**src/rtl/demux_8nton_reg.sv**
```systemverilog
// demux_8nton_reg
// ---------------
// Registered 1:8 demultiplexer. One N-bit word per cycle enters on a
// valid/ready handshake and is steered by S into one of eight single-entry
// output lanes, each with its own valid/ready handshake towards its consumer.
// It is the distribution-side partner of the N-bit 8:1 select mux and fans a
// result/operand bus out to eight independently back-pressured consumers.
//
// Ports:
//   clk        in   1    clock, all state changes on the rising edge
//   rst        in   1    synchronous active-high reset
//   en         in   1    enable; 0 blocks new input acceptance (drains continue)
//   I          in   N    input data word
//   S          in   3    destination lane select
//   in_valid   in   1    input word present
//   in_ready   out  1    block can accept a word this cycle
//   O0..O7     out  N    lane data, forced to 0 while that lane is empty
//   out_valid  out  8    bit k set when lane k holds a word
//   out_ready  in   8    bit k set when consumer k takes the lane-k word
//   count      out  CW   words accepted since reset, wraps modulo 2^CW

module demux_8nton_reg #(
  parameter int N  = 32,
  parameter int CW = 16
) (
  input  logic          clk,
  input  logic          rst,
  input  logic          en,
  input  logic [N-1:0]  I,
  input  logic [2:0]    S,
  input  logic          in_valid,
  output logic          in_ready,
  output logic [N-1:0]  O0,
  output logic [N-1:0]  O1,
  output logic [N-1:0]  O2,
  output logic [N-1:0]  O3,
  output logic [N-1:0]  O4,
  output logic [N-1:0]  O5,
  output logic [N-1:0]  O6,
  output logic [N-1:0]  O7,
  output logic [7:0]    out_valid,
  input  logic [7:0]    out_ready,
  output logic [CW-1:0] count
);

  logic [N-1:0]  lane_q [8];
  logic [N-1:0]  lane_d [8];
  logic [7:0]    valid_q;
  logic [7:0]    valid_d;
  logic [CW-1:0] count_q;
  logic [CW-1:0] count_d;
  logic          accept;

  // The selected lane can take a word when it is empty or is being drained
  // this very cycle, which gives one word per cycle into an always-ready
  // consumer. in_valid deliberately plays no part here.
  always_comb begin
    in_ready = en & ~rst & (~valid_q[S] | out_ready[S]);
    accept   = in_valid & in_ready;
  end

  // Next-state: every lane whose consumer is ready drops its valid; an accept
  // then overrides the selected lane, so a same-cycle drain and refill keeps
  // the lane full with the new word.
  always_comb begin
    lane_d  = lane_q;
    valid_d = valid_q & ~out_ready;
    count_d = count_q;
    if (accept) begin
      lane_d[S]  = I;
      valid_d[S] = 1'b1;
      count_d    = count_q + CW'(1);
    end
  end

  // State registers; reset discards every held word and any word offered in
  // the reset cycle (in_ready is already low then, so nothing is accepted).
  always_ff @(posedge clk) begin
    if (rst) begin
      for (int k = 0; k < 8; k++) begin
        lane_q[k] <= '0;
      end
      valid_q <= '0;
      count_q <= '0;
    end else begin
      lane_q  <= lane_d;
      valid_q <= valid_d;
      count_q <= count_d;
    end
  end

  // An unknown select while a word is offered would corrupt lane routing.
  always_ff @(posedge clk) begin
    if (!rst && in_valid && en) begin
      assert (!$isunknown(S));
    end
  end

  // Empty lanes present zero so stale data is never visible downstream.
  always_comb begin
    O0 = valid_q[0] ? lane_q[0] : '0;
    O1 = valid_q[1] ? lane_q[1] : '0;
    O2 = valid_q[2] ? lane_q[2] : '0;
    O3 = valid_q[3] ? lane_q[3] : '0;
    O4 = valid_q[4] ? lane_q[4] : '0;
    O5 = valid_q[5] ? lane_q[5] : '0;
    O6 = valid_q[6] ? lane_q[6] : '0;
    O7 = valid_q[7] ? lane_q[7] : '0;
  end

  assign out_valid = valid_q;
  assign count     = count_q;

endmodule

```
**config.mk**
```make
export PLATFORM = sky130hd
export DESIGN_NAME = demux_8nton_reg
export DESIGN_NICKNAME = d
export VERILOG_FILES = /design/src/rtl/demux_8nton_reg.sv
export SDC_FILE = /design/constraint.sdc
export NUM_CORES = 1
export LEC_CHECK = 0
export ABC_AREA = 1
export BUFFER_PORTS_ARGS = -buffer_cell sky130_fd_sc_hd__clkbuf_2
export CAP_MARGIN = 5
export CELL_PAD_IN_SITES_DETAIL_PLACEMENT = 0
export CELL_PAD_IN_SITES_GLOBAL_PLACEMENT = 1
export CORE_AREA = 2 2 199 201
export DETAILED_ROUTE_END_ITERATION = 12
export DIE_AREA = 0 0 201 203
export PLACE_DENSITY_LB_ADDON = 0.05
export RECOVER_POWER = 25
export SLEW_MARGIN = 30
export SYNTH_ARGS = -nofsm -noshare
export SYNTH_HDL_FRONTEND = slang
export SYNTH_SLANG_ARGS = --single-unit
```
**constraint.sdc**
```tcl
create_clock -name clk -period 2.65 [get_ports clk]
set_input_delay 0.795 -clock clk [delete_from_list [all_inputs] [get_ports clk]]
set_output_delay 0.795 -clock clk [all_outputs]
set_load 0.005 [all_outputs]
```
==> results.sh, run 1 <==
export IMPL_cts_tree="built"
export IMPL_grt_pass1_vias=12406
export IMPL_rsz0062_at_grt="false"
export IMPL_io_pins=328
export IMPL_clk_pin_slew_ns=0.06
export IMPL_syn_avg_cell_area_um2=5.819
export IMPL_coreArea_um2=38470
export IMPL_rows=72
export IMPL_regArea_um2=5607
export IMPL_fin_crit_ns=2.546
export IMPL_synth_most_common_cell="nand2_1"
export IMPL_cp_max_fo=32
export IMPL_postRouteAntennaNets=0
export IMPL_rr_startpoint="out_valid[2]"
export IMPL_fmax_mhz=392.7
export IMPL_ys_seq_elements=280
export IMPL_drt_wl_total_um=43750
export IMPL_first_pass_iters=6
export IMPL_finalClockSkew_ns=0.01664
export IMPL_syn_nets=2480
export IMPL_worst_pin_slew_ns=0.7835
export IMPL_io_buffers=327
export IMPL_grt_pass1_wl_um=68220
export IMPL_cts_repair_resized=0
export IMPL_hold_end="count[9]"
export IMPL_clockRootBuffer="clkbuf_16"
export IMPL_antenna_found_initial=0
export IMPL_gp_congestion=0.8599
export IMPL_hold_viol=0
export IMPL_numCtsBuffers=36
export IMPL_synth_edf_count=0
export IMPL_synth_top_family_by_area="simple AND/OR/NAND/NOR gates"
export IMPL_total_power_mw=9.186
export IMPL_cts_setup_buffers=0
export IMPL_finish_utilization_pct=44.00
export IMPL_regToRegSetupSlack_ns=0.37
export IMPL_multiInputGateArea_um2=5674
export IMPL_start_util_pct=36.79
export IMPL_pwr_density_cell_nw_per_um2=542.7
export IMPL_area_growth_pct=19.60
export IMPL_fin_nets=2718
export IMPL_cp_start_kind="flop"
export IMPL_cts_htree_levels=2
export IMPL_max_slew_margin_pct=47.77
export IMPL_synthSimpleGateAreaFrac_pct=38.28
export IMPL_ir_drop_uv=372.9
export IMPL_synth_compound_area_share_pct=0.9019
export IMPL_drive_above_1_share_pct=14.88
export IMPL_synthMuxAreaShare_pct=0
export IMPL_clock_latency_ns=0.53
export IMPL_dieWidth_um=201
export IMPL_worstHoldPathType="flop to flop"
export IMPL_syn_inst=2432
export IMPL_final_setup_tns_ns=0
export IMPL_fill_cells=4298
export IMPL_yosysTopAreaCellShare_pct=39.61
export IMPL_grt_usage_pct=21.04
export IMPL_rr_worst_depth=13
export IMPL_dieArea_um2=40800
export IMPL_whs_path_depth=2
export IMPL_outcome="finished clean"
export IMPL_cap_viol_max_count=0
export IMPL_num_vias=13569
export IMPL_die_h_um=203
export IMPL_dpl_worst_slack_ns=0.01262
export IMPL_drtIter0Drc=725
export IMPL_n_antenna_cell=0
export IMPL_hold_start="count[9]"
export IMPL_via_per_inst=4.231
export IMPL_synth_xor_area_share_pct=0.8046
export IMPL_regToRegEndpoint="count[12]"
export IMPL_synthTopCellsByArea="dfxtp_1, nand2_1, inv_1"
export IMPL_report_final_slew_viol_count=0
export IMPL_synth_area_leader_cell="dfxtp_1"
export IMPL_async_reset_ff_share_pct=0
export IMPL_yosys_area_share_adder_pct=0.08842
export IMPL_synth_common_cells="nand2_1, inv_1, nor2_1"
export IMPL_ys_warn_count=0
export IMPL_clock_sinks=280
export IMPL_drt_wirelength_per_cell_um=13.64
export IMPL_setup_slack_ns=0.1037
export IMPL_grt_max_degree=66
export IMPL_period_share_pct=96.09
export IMPL_worstSetupEndpointType="output port"
export IMPL_dp_hpwl_um=30140
export IMPL_drc=0
export IMPL_setup_viol=0
export IMPL_synthFlopType="dfxtp_1"
export IMPL_cp_startpoint="out_valid[3]"
export IMPL_ys_types=20
export IMPL_syn_cell_area_um2=14150
export IMPL_cp_required_ns=1.86
export IMPL_cts_hold_fix_buffers=0
export IMPL_leakage_nw=11.26
export IMPL_arrival_ns=1.75
export IMPL_clockBufferDepth=3
export IMPL_crit_type="flop to output port"
export IMPL_ys_seq_area_share_pct=39.61
export IMPL_grt_overflow=0
-- worst max-delay path by stage --
stage / to / slack [ns]
after global routing: O3[26] / 0.01
final: O3[31] / 0.10
after CTS: in_ready / 0.004
after global placement: in_ready / 0.002
after floorplan: in_ready / 0.10
after detailed placement: in_ready / 0.01
-- layer usage --
layer  up-vias  GRT usage (%)  part of all wire (%)
li1       7211              -                     -
met1      5952          27.77                    46
met2       348          35.01                    46
met3        58          4.270                   5.5
met4         0          5.556                   2.2
met5         -              0                     0
-- where the power goes --
group          internal [mW]  switching (mW)  leakage (nW)
clock                   2.63            1.82         0.503
sequential              4.27          0.0271          2.26
combinational          0.116           0.321          8.50
total                   7.02            2.17          11.3
-- flip-flops by register name, indices dropped and copies added (netlist names) --
signal / count
lane_q: 256
count: 16
out_valid: 8
-- final cells by class --
class | count | share of cell area [%]
Multi-Input combinational cell | 1459 | 33.53
Sequential cell | 280 | 33.13
Inverter | 532 | 11.86
Timing Repair Buffer | 361 | 11.53
Clock buffer | 55 | 6.047
Tap cell | 518 | 3.829
Clock inverter | 2 | 0.08132
-- logic make-up (layout without fill, tap and decap cells) --
logic type | count (synthesis) | count (layout)
AO/OA/AOI/OAI | 25 | 25
flip-flops | 280 | 280
AND/OR/NAND/NOR | 1420 | 1420
buffers and inverters | 693 | 950
XOR/XNOR | 13 | 13
adder cells (fa/ha/maj) | 1 | 1
-- cell usage in the layout (no fill, tap or decap), types with 7 or more instances in the layout --
cell	instances
dfxtp_1	279
clkbuf_1	23
nand4_1	21
buf_4	18
clkbuf_4	8
clkbuf_16	37
nand2_1	851
clkbuf_2	321
nor2_1	526
inv_1	530
nand3_1	13
a21oi_1	24
nor3_1	8
xnor2_1	7
-- through the flow --
stage	std cells	cell area [um2]	hold slack [ns]
floorplan	2432	14150	0.4811
global placement	3150	16000	0.4818
detailed placement	3150	16000	0.4900
CTS	3207	17030	0.4981
global route	3207	16930	0.5296
finish	3207	16930	0.4981
-- worst max-delay path: stages, from the launching register on --
cell	delay (ns)
dfxtp_1	0.43
buf_4	0.43
nand2_1	0.10
inv_1	0.12
clkbuf_2	0.13
No activity file was read; power rests on OpenSTA's default activity.
==> inputs of run 2 (changes only) <==
HOLD_SLACK_MARGIN = 0.06   (was not set)
SETUP_SLACK_MARGIN = 0.1   (was not set)
clock period = 2.9 ns   (was 2.65 ns; I/O delays follow)
==> run 2 against run 1 <==
Effect of this change:
- die area stayed put
- critical path depth is 6 higher
- final area is 0.41% higher
- count of clock-buffer cells in the layout unchanged
- via count down 0.44%
- worst hold slack improved by 0.00062 ns
- wire length grew 0.44%
- utilization up 0.18 points
- critical endpoint is now in_ready
- highest routed layer unchanged
==> results.sh, run 2 (synthesis gave the netlist of run 1 again) <==
export IMPL_outcome="finished clean"
export IMPL_whs_path_depth=2
export IMPL_n_antenna_cell=0
export IMPL_antenna_found_initial=0
export IMPL_sw_frac_of_total_pct=23.31
export IMPL_dieArea_um2=40800
export IMPL_crit_slowest_cell="a21boi_2"
export IMPL_start_util_pct=36.79
export IMPL_dp_hpwl_um=30360
export IMPL_fill_cells=4303
export IMPL_arrival_ns=1.86
export IMPL_rsz0062_at_grt="true"
export IMPL_leakage_nw=11.29
export IMPL_pwr_share_comb_pct=4.5
export IMPL_path_buf_inv=3
export IMPL_fmax_mhz=366.6
export IMPL_regToRegSetupSlack_ns=0.44
export IMPL_hold_viol=0
export IMPL_die_h_um=203
export IMPL_grt_overflow=0
export IMPL_drc=0
export IMPL_p_clk_share_pct=50.6
export IMPL_worst_pin_slew_ns=0.7813
export IMPL_gp_congestion=0.8534
export IMPL_first_pass_iters=5
export IMPL_worstSetupEndpointType="output port"
export IMPL_numCtsBuffers=36
export IMPL_cp_start_kind="input pin"
export IMPL_fin_nets=2715
export IMPL_layoutNonFillerInstCount=3208
export IMPL_area_growth_pct=20.10
export IMPL_worstHoldPathType="flop to flop"
export IMPL_rr_worst_depth=12
export IMPL_drtIter0Drc=704
export IMPL_max_slew_margin_pct=47.91
export IMPL_critical_path_cell_chain="clkbuf_2, buf_4, nand2_1, nand2_1, nand2_1, nand2_1, nand2_1, nand2_1, a21boi_2, clkbuf_2"
export IMPL_intPower_mw=6.696
export IMPL_drive_above_1_share_pct=15.06
export IMPL_crit_family="buffers and inverters"
export IMPL_cap_viol_max_count=0
export IMPL_cp_required_ns=2.03
export IMPL_drt_wl_total_um=43940
export IMPL_io_buffers=327
export IMPL_rows=72
export IMPL_grt_pass1_wl_um=69140
export IMPL_hold_start="count[8]"
export IMPL_cp_max_fo=12
export IMPL_rr_startpoint="out_valid[5]"
export IMPL_largest_register_ffs=256
export IMPL_clock_sinks=280
export IMPL_clockRootBuffer="clkbuf_16"
export IMPL_clock_latency_ns=0.53
export IMPL_cp_depth=10
export IMPL_final_common_cell="nand2_1"
export IMPL_multiInputGateArea_um2=5674
export IMPL_fin_crit_ns=2.728
export IMPL_period_share_pct=94.07
export IMPL_seq_power_share_pct=44.9
export IMPL_dieWidth_um=201
export IMPL_pwr_density_cell_nw_per_um2=513.7
export IMPL_grt_usage_pct=21.26
export IMPL_regArea_um2=5607
export IMPL_crit_type="input pin to output port"
export IMPL_final_setup_tns_ns=0
export IMPL_report_final_slew_viol_count=0
export IMPL_critPathMostFrequentCell="nand2_1"
export IMPL_ir_drop_uv=326.3
export IMPL_largest_register="lane_q"
export IMPL_final_cell_mix="nand2_1, inv_1, nor2_1"
export IMPL_p_sw_mw=2.035
export IMPL_postRouteAntennaNets=0
export IMPL_cts_tree="built"
export IMPL_io_pins=328
export IMPL_finish_utilization_pct=44.18
export IMPL_drt_wirelength_per_cell_um=13.70
export IMPL_num_vias=13509
export IMPL_clk_pin_slew_ns=0.05
export IMPL_total_power_mw=8.731
export IMPL_cts_htree_levels=2
export IMPL_grt_max_degree=77
export IMPL_hold_end="count[8]"
export IMPL_via_per_inst=4.211
export IMPL_cpPeakStageDelay_ns=0.19
export IMPL_dp_cells=3147
export IMPL_coreArea_um2=38470
export IMPL_finalClockSkew_ns=0.01903
export IMPL_setup_viol=0
export IMPL_clockBufferDepth=3
export IMPL_grt_pass1_vias=12477
export IMPL_regToRegEndpoint="lane_q[104]"
==> run 2: cell type report <==
| cell class | count | area share, % |
|---|---|---|
| Clock buffer | 55 | 6.493 |
| Sequential cell | 280 | 32.99 |
| Multi-Input combinational cell | 1459 | 33.39 |
| Tap cell | 518 | 3.814 |
| Timing Repair Buffer | 358 | 11.14 |
| Inverter | 532 | 11.79 |
| Clock inverter | 6 | 0.3828 |
==> run 2: worst reg2reg max path, stage by stage (launching register included) <==
cell and delay [ns]:
dfxtp_1 0.61, nand2_1 0.10, nand2_1 0.08, nand2_1 0.05
nand2_1 0.06, nand2_1 0.05, nand2_1 0.15, nand2_4 0.17
nand4_1 0.12, clkbuf_4 0.63, nand2_1 0.18, nand2_1 0.09
nor2_1 0.04
==> run 2: worst max path at each step <==
stage            startpoint    endpoint
2_1_floorplan           rst    in_ready
3_3_place_gp           S[0]    in_ready
3_5_place_dp           S[0]  lane_q[26]
4_1_cts        out_valid[5]      O5[14]
5_1_grt                S[0]    in_ready
6_report               S[0]    in_ready
==> run 2: power by group through the flow <==
| stage | Clock [mW] | Sequential, mW | Combinational (mW) |
|---|---|---|---|
| finish | 4.42 | 3.92 | 0.392 |
| global route | 4.70 | 3.93 | 0.443 |
| CTS | 4.56 | 3.92 | 0.407 |
| detailed placement | 0 | 4.01 | 0.405 |
| global placement | 0 | 4.00 | 0.402 |
| floorplan | 0 | 4.00 | 0.256 |
==> run 2: timing repair <==
action | in CTS | in global routing
gates resized for setup | 0 | 2
setup buffers | 0 | 0
endpoints found under the setup margin | 0 | 28
hold buffers | 0 | 0
==> run 2: through the flow <==
step,hold slack (ns),area [um2],setup WS [ns]
after floorplan,0.4811,14150,0.2045
after global placement,0.4832,15920,0.1189
after detailed placement,0.4923,15920,0.07905
after CTS,0.5031,17090,0.1102
after global routing,0.5265,17000,0.03078
final,0.4987,17000,0.1719
==> run 2: metal layers <==
layer,routed length [um],global-route usage [%]
met3,2284,4.093
met5,0,0
met4,883,5.423
met1,20200,28.02
met2,20570,35.71
==> inputs of run 3 (changes only) <==
CORE_AREA = 2 2 190 211   (was 2 2 199 201)
DIE_AREA = 0 0 192 213   (was 0 0 201 203)
==> run 3 against run 2 <==
Effect of this change:
- utilization shrank 0.47 points
- sequential share of layout area grew 0.063 points
- wire length grew 1.5%
- register-to-register slack gained 0.30 ns
- via count shrank 0.19%
- critical path depth grew 1
- first-iteration DRC count shrank 3.1%
- setup slack gained 0.047 ns
- global-route usage grew 0.38 points
- maximum frequency grew 1.8%
- final cell count shrank 0.41%
- clock power shrank 4%
- largest power group unchanged
==> results.sh, run 3 (synthesis gave the netlist of run 1 again) <==
export IMPL_outcome="finished clean"
export IMPL_drt_wirelength_per_cell_um=13.97
export IMPL_via_per_inst=4.220
export IMPL_worstHoldPathType="flop to flop"
export IMPL_grt_pass1_wl_um=68620
export IMPL_clockBufferDepth=3
export IMPL_leakage_nw=11.27
export IMPL_clock_latency_ns=0.51
export IMPL_cts_htree_levels=2
export IMPL_rsz0062_at_grt="false"
export IMPL_coreArea_um2=38800
export IMPL_ir_drop_uv=350.2
export IMPL_setup_viol=0
export IMPL_drtIter0Drc=682
export IMPL_grt_usage_pct=21.65
export IMPL_start_util_pct=36.47
export IMPL_dieWidth_um=192
export IMPL_cts_hold_fix_buffers=0
export IMPL_n_antenna_cell=0
export IMPL_cp_max_fo=12
export IMPL_cts_tree="built"
export IMPL_grt_pass1_vias=12168
export IMPL_crit_type="input pin to output port"
export IMPL_clock_sinks=280
export IMPL_grt_overflow=0
export IMPL_grt_max_degree=69
export IMPL_drc=0
export IMPL_final_cell_mix="nand2_1, inv_1, nor2_1"
export IMPL_cap_viol_max_count=0
export IMPL_clk_pin_slew_ns=0.05
export IMPL_hold_viol=0
export IMPL_first_pass_iters=5
export IMPL_final_setup_tns_ns=0
export IMPL_fin_hold_ws_ns=0.4986
export IMPL_period_share_pct=92.45
export IMPL_clockRootBuffer="clkbuf_16"
export IMPL_gp_congestion=0.8299
export IMPL_numCtsBuffers=35
export IMPL_num_vias=13483
export IMPL_cp_start_kind="input pin"
export IMPL_dp_hpwl_um=30210
export IMPL_worstSetupEndpointType="output port"
export IMPL_fmax_mhz=373.0
export IMPL_die_h_um=213
export IMPL_drive_above_1_share_pct=15.03
export IMPL_io_pins=328
export IMPL_arrival_ns=1.81
export IMPL_postRouteAntennaNets=0
export IMPL_fin_crit_ns=2.681
export IMPL_cp_required_ns=2.03
export IMPL_fill_cells=4340
export IMPL_fin_nets=2714
export IMPL_pwr_density_cell_nw_per_um2=505.6
export IMPL_max_slew_margin_pct=48.04
export IMPL_rows=76
export IMPL_finalClockSkew_ns=0.01084
export IMPL_final_common_cell="nand2_1"
export IMPL_largest_register="lane_q"
export IMPL_dieArea_um2=40900
export IMPL_worst_pin_slew_ns=0.7795
export IMPL_drt_wl_total_um=44620
export IMPL_area_growth_pct=19.84
export IMPL_largest_register_ffs=256
export IMPL_io_buffers=327
export IMPL_report_final_slew_viol_count=0
export IMPL_antenna_found_initial=0
-- run 3: routing by layer --
metal	vias up	GRT usage [%]	part of all wire, %
li1	7212	-	-
met1	5959	29.18	46
met2	274	36.42	47
met3	38	3.402	4.7
met4	0	4.791	1.5
met5	-	0	0
-- run 3: path summary, 6_finish.rpt --
path	from	to	slack, ns	cells past startpoint
setup / recovery	S[0]	in_ready	0.22	11
hold / removal	count[15]	count[15]	0.50	2
setup reg to reg	out_valid[2]	lane_q[144]	0.74	12
hold reg to reg	count[15]	count[15]	0.50	2
-- run 3: metrics by stage --
stage / setup WS [ns] / cells / utilization (%) / power [mW] / instance area (um2)
after floorplan: 0.2045 / 2432 / - / 4.255 / 14150
after global placement: 0.08324 / 3135 / 41.05 / 4.413 / 15930
after detailed placement: 0.1061 / 3135 / 41.05 / 4.415 / 15930
after CTS: 0.1000 / 3194 / 43.93 / 8.725 / 17040
after global routing: 0.09887 / 3195 / 43.71 / 8.943 / 16960
final: 0.2189 / 3195 / 43.71 / 8.574 / 16960
-- run 3: what timing repair did --
| item | in CTS | in global routing |
|---|---|---|
| endpoints found under the setup margin | 0 | 1 |
| resized for setup | 0 | 12 |
| hold endpoints to repair | 0 | 0 |
| buffers inserted | 0 | 1 |
-- run 3: area by class of cell --
cell class | count | area (um2) | area share, %
Multi-Input combinational cell | 1459 | 5677 | 33.47
Sequential cell | 280 | 5605 | 33.05
Inverter | 532 | 2013 | 11.87
Timing Repair Buffer | 358 | 1913 | 11.28
Clock buffer | 55 | 1094 | 6.448
Tap cell | 507 | 634.4 | 3.741
Clock inverter | 4 | 22.52 | 0.1328
-- run 3: worst max-delay path, cell delays in order --
cell	delay (ns)
buf_4	0.13
clkinv_4	0.09
nand2_1	0.06
nand2_1	0.06
nand2_1	0.05
nand2_1	0.06
nand2_1	0.05
nand2_1	0.06
inv_1	0.07
a21boi_2	0.18
buf_2	0.14
-- run 3: report_power, final --
part / internal (mW) / total (mW) / switching (mW)
Combinational: 0.102 / 0.402 / 0.301
Clock: 2.57 / 4.25 / 1.68
Sequential: 3.90 / 3.92 / 0.0248
